`src/rtl/uart_pkg.sv`:
```
// Shared UART definitions: receiver FSM states and default framing constants,
// also used by baud_gen and uart_tx.
package uart_pkg;

  localparam int unsigned DefaultOversample = 16;
  localparam int unsigned DefaultDataBits   = 8;

  typedef enum logic [2:0] {
    StIdle,
    StStart,
    StData,
    StParity,
    StStop
  } rxStateT;

endpackage

```
`src/rtl/sync_2ff.sv`:
```
// Two-flop synchronizer for a single asynchronous bit, with a selectable reset value.
module sync_2ff #(
  parameter bit RESET_VAL = 1'b0
) (
  input  logic clk,
  input  logic reset,
  input  logic d,
  output logic q
);

  logic meta;

  // Two-stage capture of the asynchronous input.
  always_ff @(posedge clk or posedge reset) begin
    if (reset) begin
      meta <= RESET_VAL;
      q    <= RESET_VAL;
    end else begin
      meta <= d;
      q    <= meta;
    end
  end

endmodule

```
`src/rtl/uart_rx.sv`:
```
// UART receiver: oversampled start-edge detection, midpoint sampling, LSB-first data.
// Define UART_RX_PARITY_EN to add a parity bit (PARITY_ODD selects odd parity).
module uart_rx
  import uart_pkg::*;
#(
  parameter int unsigned DATA_BITS  = DefaultDataBits,
  parameter int unsigned OVERSAMPLE = DefaultOversample
`ifdef UART_RX_PARITY_EN
  ,
  parameter bit          PARITY_ODD = 1'b0
`endif
) (
  input  logic                 clk,
  input  logic                 reset,
  input  logic                 rxClock,
  input  logic                 rx,
  output logic [DATA_BITS-1:0] data,
  output logic                 valid,
  output logic                 frameError,
  output logic                 parityError,
  output logic                 busy
);

  localparam int unsigned CntW = $clog2(OVERSAMPLE);
  localparam int unsigned IdxW = $clog2(DATA_BITS);

  localparam logic [CntW-1:0] MidTick  = CntW'(OVERSAMPLE / 2 - 1);
  localparam logic [CntW-1:0] LastTick = CntW'(OVERSAMPLE - 1);
  localparam logic [CntW-1:0] CntOne   = CntW'(1);
  localparam logic [IdxW-1:0] LastBit  = IdxW'(DATA_BITS - 1);
  localparam logic [IdxW-1:0] IdxOne   = IdxW'(1);

`ifdef UART_RX_PARITY_EN
  localparam rxStateT AfterData = StParity;
`else
  localparam rxStateT AfterData = StStop;
`endif

  logic                 rxS;
  logic                 rxPrev;
  rxStateT              state;
  logic [CntW-1:0]      tickCnt;
  logic [IdxW-1:0]      bitIdx;
  logic [DATA_BITS-1:0] shiftReg;

  sync_2ff #(
    .RESET_VAL(1'b1)
  ) uSync (
    .clk  (clk),
    .reset(reset),
    .d    (rx),
    .q    (rxS)
  );

  // Previous synchronized level for the falling-edge detector (runs every clk).
  always_ff @(posedge clk or posedge reset) begin
    if (reset) begin
      rxPrev <= 1'b1;
    end else begin
      rxPrev <= rxS;
    end
  end

`ifdef UART_RX_PARITY_EN
  logic parityBit;
  logic parityBad;
  assign parityBad = ((^shiftReg) ^ parityBit) != PARITY_ODD;
`else
  assign parityError = 1'b0;
`endif

  // Frame FSM with registered data, strobes and busy.
  always_ff @(posedge clk or posedge reset) begin
    if (reset) begin
      state      <= StIdle;
      tickCnt    <= '0;
      bitIdx     <= '0;
      shiftReg   <= '0;
      data       <= '0;
      valid      <= 1'b0;
      frameError <= 1'b0;
      busy       <= 1'b0;
`ifdef UART_RX_PARITY_EN
      parityBit   <= 1'b0;
      parityError <= 1'b0;
`endif
    end else begin
      valid      <= 1'b0;
      frameError <= 1'b0;
`ifdef UART_RX_PARITY_EN
      parityError <= 1'b0;
`endif
      case (state)
        StIdle: begin
          // A tick coinciding with the edge is dropped: the counter restarts at 0.
          if (rxPrev && !rxS) begin
            tickCnt <= '0;
            state   <= StStart;
            busy    <= 1'b1;
          end
        end
        StStart: begin
          if (rxClock) begin
            if (tickCnt == MidTick) begin
              if (!rxS) begin
                tickCnt <= '0;
                bitIdx  <= '0;
                state   <= StData;
              end else begin
                // Line went back high before the midpoint: treat as noise.
                state <= StIdle;
                busy  <= 1'b0;
              end
            end else begin
              tickCnt <= tickCnt + CntOne;
            end
          end
        end
        StData: begin
          if (rxClock) begin
            if (tickCnt == LastTick) begin
              tickCnt  <= '0;
              shiftReg <= {rxS, shiftReg[DATA_BITS-1:1]};
              if (bitIdx == LastBit) begin
                state <= AfterData;
              end else begin
                bitIdx <= bitIdx + IdxOne;
              end
            end else begin
              tickCnt <= tickCnt + CntOne;
            end
          end
        end
`ifdef UART_RX_PARITY_EN
        StParity: begin
          if (rxClock) begin
            if (tickCnt == LastTick) begin
              tickCnt   <= '0;
              parityBit <= rxS;
              state     <= StStop;
            end else begin
              tickCnt <= tickCnt + CntOne;
            end
          end
        end
`endif
        StStop: begin
          if (rxClock) begin
            if (tickCnt == LastTick) begin
              // Back to idle at the stop midpoint so a following start edge is caught.
              state <= StIdle;
              busy  <= 1'b0;
              if (!rxS) begin
                frameError <= 1'b1;
              end
`ifdef UART_RX_PARITY_EN
              if (parityBad) begin
                parityError <= 1'b1;
              end
              if (rxS && !parityBad) begin
                data  <= shiftReg;
                valid <= 1'b1;
              end
`else
              if (rxS) begin
                data  <= shiftReg;
                valid <= 1'b1;
              end
`endif
            end else begin
              tickCnt <= tickCnt + CntOne;
            end
          end
        end
        default: begin
          state <= StIdle;
          busy  <= 1'b0;
        end
      endcase
    end
  end

endmodule

```
`config.mk`:
```
export PLATFORM = sky130hd
export DESIGN_NAME = uart_rx
export DESIGN_NICKNAME = d
export VERILOG_FILES = /design/src/rtl/uart_pkg.sv /design/src/rtl/sync_2ff.sv /design/src/rtl/uart_rx.sv
export SDC_FILE = /design/constraint.sdc
export NUM_CORES = 1
export LEC_CHECK = 0
export CELL_PAD_IN_SITES_DETAIL_PLACEMENT = 1
export CELL_PAD_IN_SITES_GLOBAL_PLACEMENT = 1
export CORE_MARGIN = 1
export CORE_UTILIZATION = 51
export CTS_BUF_LIST = sky130_fd_sc_hd__clkbuf_4
export CTS_CLUSTER_SIZE = 10
export DETAILED_ROUTE_END_ITERATION = 10
export PLACE_DENSITY = 0.95
export SYNTH_ARGS = -nofsm -noshare
export SYNTH_HDL_FRONTEND = slang
export SYNTH_SLANG_ARGS = --single-unit
```
`constraint.sdc`:
```
create_clock -name clk -period 4 [get_ports clk]
set_clock_uncertainty 0.2 [all_clocks]
set_input_delay 0.6 -clock clk [delete_from_list [all_inputs] [get_ports clk]]
set_output_delay 0.6 -clock clk [all_outputs]
set_load 0.02 [all_outputs]
```
Word level (Yosys, flattened, before mapping)

Cells that the tools add are included.
W data, S select, Z words.

Flip-flop bits (word level): 32
Bits of input ports: 4
Output and inout port bits: 12
Word-level logic and storage cells: 85

Add/subtract/negate cells: 2
Eq/ne operators: 19
Muxes and demuxes: 41
Bitwise operators: 1
Reduce and logical (&&, ||, !) cells: 11

Operators with widths:

| cell                  | count |
|---|---|
| $mux W3               | 14 |
| $mux W4               | 8 |
| $ne A2 B2 Y1 const B  | 11 |
| $reduce_and A7 Y1     | 3 |
| $pmux W4 S4           | 1 |
| $mux W1               | 14 |
| $pmux W3 S4           | 1 |
| $reduce_and A8 Y1     | 1 |
| $eq A3 B3 Y1 const B  | 2 |
| $pmux W3 S2           | 1 |
| $add A4 B1 Y4 const B | 1 |
| $eq A4 B3 Y1 const B  | 1 |
| $eq A4 B4 Y1 const B  | 1 |
| $pmux W1 S4           | 1 |
| $reduce_and A4 Y1     | 1 |
| $reduce_bool A4 Y1    | 1 |
| $add A3 B1 Y3 const B | 1 |
| $eq A3 B1 Y1 const B  | 1 |
| $eq A3 B2 Y1 const B  | 1 |
| $logic_not A3 Y1      | 1 |
| $ne A3 B3 Y1 const B  | 1 |
| $reduce_and A3 Y1     | 1 |
| $mux W2               | 1 |
| $ne A2 B1 Y1 const B  | 1 |
| other kinds (4)       | 4 |

Longest topological paths before layout

Depth in word-level cells: 5
Gate-level depth with buffers: 6
Mapped depth without buffers: 6

By module

Synthesis repeated with hierarchy kept, for this count alone.

Cells, all modules: 135
Area total of the unflattened synthesis: 1,587.8 µm²

Modules (own cells, without submodules):

| module   | times used | cells each | area an instance (µm²) | sequential area each (µm²) |
|---|---|---|---|---|
| uart_rx  | 1          | 132        | 1,531.5                | 752.0 |
| sync_2ff | 1          | 3          | 56.3                   | 52.6 |

Worst setup path before layout

OpenSTA, ideal clock, no wires.

Path kind: input -> register
Start: in rxClock
End: reg state[0]
Library setup time: 125 ps
Arrival: 1,699 ps
Data required time: 3,675 ps
Setup slack: 1,976 ps
Stages: 4
Buffers on the path: 0
Path through: or4b_1 -> o21ai_2 -> o21bai_2 -> mux2_4

Cells in the longest elaborated chain, start to end: 2

Ends and longest elaborated chain:

| what                            | line           | RTL |
|---|---|---|
| from (decl)                     | uart_rx.sv:15  | `input logic rxClock,` |
| $ne A2 B2 Y1 (no line)          | -              |  |
| $reduce_and A8 Y1 (no line) (*) | -              |  |
| to (signal assigned)            | uart_rx.sv:75  | `state <= StIdle;` |
| to (signal assigned)            | uart_rx.sv:98  | `state <= StStart;` |
| to (signal assigned)            | uart_rx.sv:108 | `state <= StData;` |
| to (decl)                       | uart_rx.sv:41  | `rxStateT state;` |

Mark *: on every way between the ends. The rest lies on a longest branch, timed or not.
A chain may end at the register's enable or synchronous reset.

Worst setup path in the final report

Start: reg state[1]
End: reg shiftReg[4]

Cells in the longest elaborated chain, start to end: 2

Ends and longest elaborated chain:

| what                        | line           | RTL |
|---|---|---|
| $eq A3 B2 Y1                | uart_rx.sv:93  | `case (state)` |
| $reduce_and A3 Y1 (no line) | -              |  |
| to (signal assigned)        | uart_rx.sv:123 | `shiftReg <= {rxS, shiftReg[DATA_BITS-1:1]};` |
| to (decl)                   | uart_rx.sv:44  | `logic [DATA_BITS-1:0] shiftReg;` |

Every way passes these cells.

==> results_dict.tcl <==
set metrics [dict create \
    maxCapViolCount 0 \
    clock_latency_ns 0.32 \
    hold_end "uSync.q" \
    ctsRootBufferMaster "clkbuf_4" \
    path_max_fanout 14 \
    worstSetupPathType "flop to flop" \
    drc 4 \
    rr_worst_depth 3 \
    met1_usage 0.284 \
    rows 19 \
    status "finished, violations left" \
    synth_area_leaders "dfrtp_1 (47%), mux2_2 (12%), dfstp_2 (5.1%)" \
    clkSinkCount 32 \
    slew_violations 0 \
    ios 16 \
    wl_um 3380 \
    path_cells "nor3b_2 > and3_1 > mux2_2" \
    hold_viol_final 0 \
    fin_crit_sh 0.603 \
    overflow 0 \
    power.density_nw_per_um2 532 \
    grt_max_degree 28 \
    cts_buffers 5 \
    drive_gt1_frac 0.257 \
    die-area_um2 3260 \
    timing.rr.end "shiftReg[4]" \
    num_vias 1052 \
    synth_top_cell_area_share 0.469 \
    rr_startpoint "state[1]" \
    cts_tree "yes" \
    gp_congestion 0.786 \
    syn2layout_area_growth_pct 14.1 \
    min_from "uSync.meta" \
    grtUsageMet3 0.0544 \
    cp-start-kind "flop" \
    synth_area_um2 1550 \
    period_minus_slack_ns 2.41 \
    layout.nets 150 \
    vias_per_cell 6.01 \
    max_slew.worst_pin.slew_ns 1.01 \
    max_freq_mhz 415 \
    yosysUniqueCellTypes 46 \
    drt_first_pass_iters 7 \
    finalSetupViolations 0 \
    path_buf_inv 0 \
    endpoint_kind "flop" \
    grt_pass1_wl_um 5760 \
    dr.first_iter.drc_count 37 \
    clk_pin_slew_worst_paths_ns 0.09 \
    vdd.ir_drop.worst_uv 296 \
    synth_area_leader_cell "dfrtp_1" \
    mostFrequentLayoutCells "dfrtp_1 (29), mux2_2 (16), clkdlybuf4s50_1 (14), nand2_1 (8)" \
    coreArea_um2 2810 \
    hold_class "flop to flop" \
    grt_setup_unrepaired "false" \
    reg2reg_slack_ns 1.59 \
    antenna_found_initial 0 \
    violations "design-rule violations" \
    top_usage_layer "met2" \
    hold_path_depth 0 \
    leakagePower_nw 0.846 \
    routedWlPerCell_um 19.3 \
    grt_use_total 0.239 \
    final_common_cell "dfrtp_1" \
    postSynthCellCount 127 \
    worst_path_max_delay_cell "dfrtp_1" \
    hold_buffers 0 \
    die_w_um 57.1 \
    dp_hpwl_um 2540 \
    synth_fp_nets 134 \
    met2_usage 0.424 \
    ys_seq_area_frac 0.520 \
    ant_nets 0 \
    max_stage_delay_ns 0.69 \
    start_util 0.551 \
    cts_buffer_depth 2 \
    port_buffers 14 \
    setup_slack_ns 1.59 \
    cp_top_family "simple AND/OR/NAND/NOR gates" \
    syn_area_per_cell_um2 12.2 \
    n_antenna_cell 0 \
    htreeDepth 2 \
    synth_warnings 0 \
    critPathArrivalTime_ns 2.42 \
    tns_ns 0 \
    detailedPlace.worstSlack_ns 1.34 \
    dieHeight_um 57.1 \
    cts_setup_buffers 0 \
    ctsResizeCount 0 \
    worstPathRequired_ns 4.01 \
    synth-seq-cells 32 \
    grt_pass1_vias 1220 \
    relSlewSlack 0.329 \
]
area by class of cell:
type | count | area, µm²
tap | 31 | 38.8
fill | 296 | 1040
inverter | 5 | 18.8
clock inverter | 2 | 35.0
multi-input combinational | 84 | 674
sequential | 32 | 805
clock buffer | 6 | 45.0
timing repair buffer | 15 | 148
per-layer routing:
layer / vias up / part of all wire
met4: 0 / 0.016
met2: 24 / 0.53
met5: - / 0
li1: 491 / -
met3: 8 / 0.033
met1: 529 / 0.42
stage by stage:
| step | total power [mW] | hold slack, ns | utilization | instance area (µm²) | instances |
|---|---|---|---|---|---|
| floorplan | 0.631 | 0.145 | - | 1550 | 127 |
| global placement | 0.663 | 0.147 | 0.600 | 1680 | 167 |
| detailed placement | 0.699 | 0.150 | 0.600 | 1680 | 167 |
| CTS | 0.943 | 0.164 | 0.629 | 1760 | 175 |
| global route | 0.992 | 0.175 | 0.629 | 1760 | 175 |
| finish | 0.939 | 0.163 | 0.629 | 1760 | 175 |
sequential cells by signal, summed over array words and instances, names as in the netlist:
name        flops
bitIdx          3
busy            1
data            8
frameError      1
rxPrev          1
shiftReg        8
state           3
tickCnt         4
uSync.meta      1
uSync.q         1
valid           1
synth_stat cells (all sizes together):
cell     count
dfrtp       29
mux2        18
nand2        9
nor2         6
and3         5
inv          5
nor3b        5
buf          4
mux2i        4
o21ai        4
a22oi        3
dfstp        3
ha           3
nor2b        3
a21oi        2
clkbuf       2
nand3        2
nor3         2
a211o        1
a221o        1
a2bb2oi      1
a31o         1
and2         1
and2b        1
conb         1
nand2b       1
nand3b       1
nor4b        1
o21bai       1
o22a         1
o22ai        1
o31a         1
o31ai        1
o32ai        1
or4          1
or4b         1
where the power goes:
part	switching (mW)	leakage, nW	internal, mW	total (mW)
registers	0.0684	0.425	0.365	0.434
clock network	0.108	0.0456	0.138	0.245
logic	0.139	0.375	0.121	0.260
total	0.315	0.846	0.624	0.939
kinds of logic after synthesis:
| logic type | share of synthesized area |
|---|---|
| muxes | 0.159 |
| and+or+nand+nor | 0.154 |
| adders and majority gates | 0.0243 |
| buffers and inverters | 0.0437 |
| AOI/OAI and AO/OA | 0.0963 |
| DFF | 0.520 |
| other | 0.00242 |
worst max-delay path by stage:
stage,start,to,slack [ns],cells past startpoint
after floorplan,rxClock,state[0],1.98,4
after global placement,rxClock,state[0],1.44,5
after detailed placement,rxClock,busy,1.34,6
after CTS,state[1],shiftReg[0],1.59,3
after global routing,state[1],shiftReg[2],1.48,3
final,state[1],shiftReg[4],1.59,3
Power figures use the tool's default switching activity.
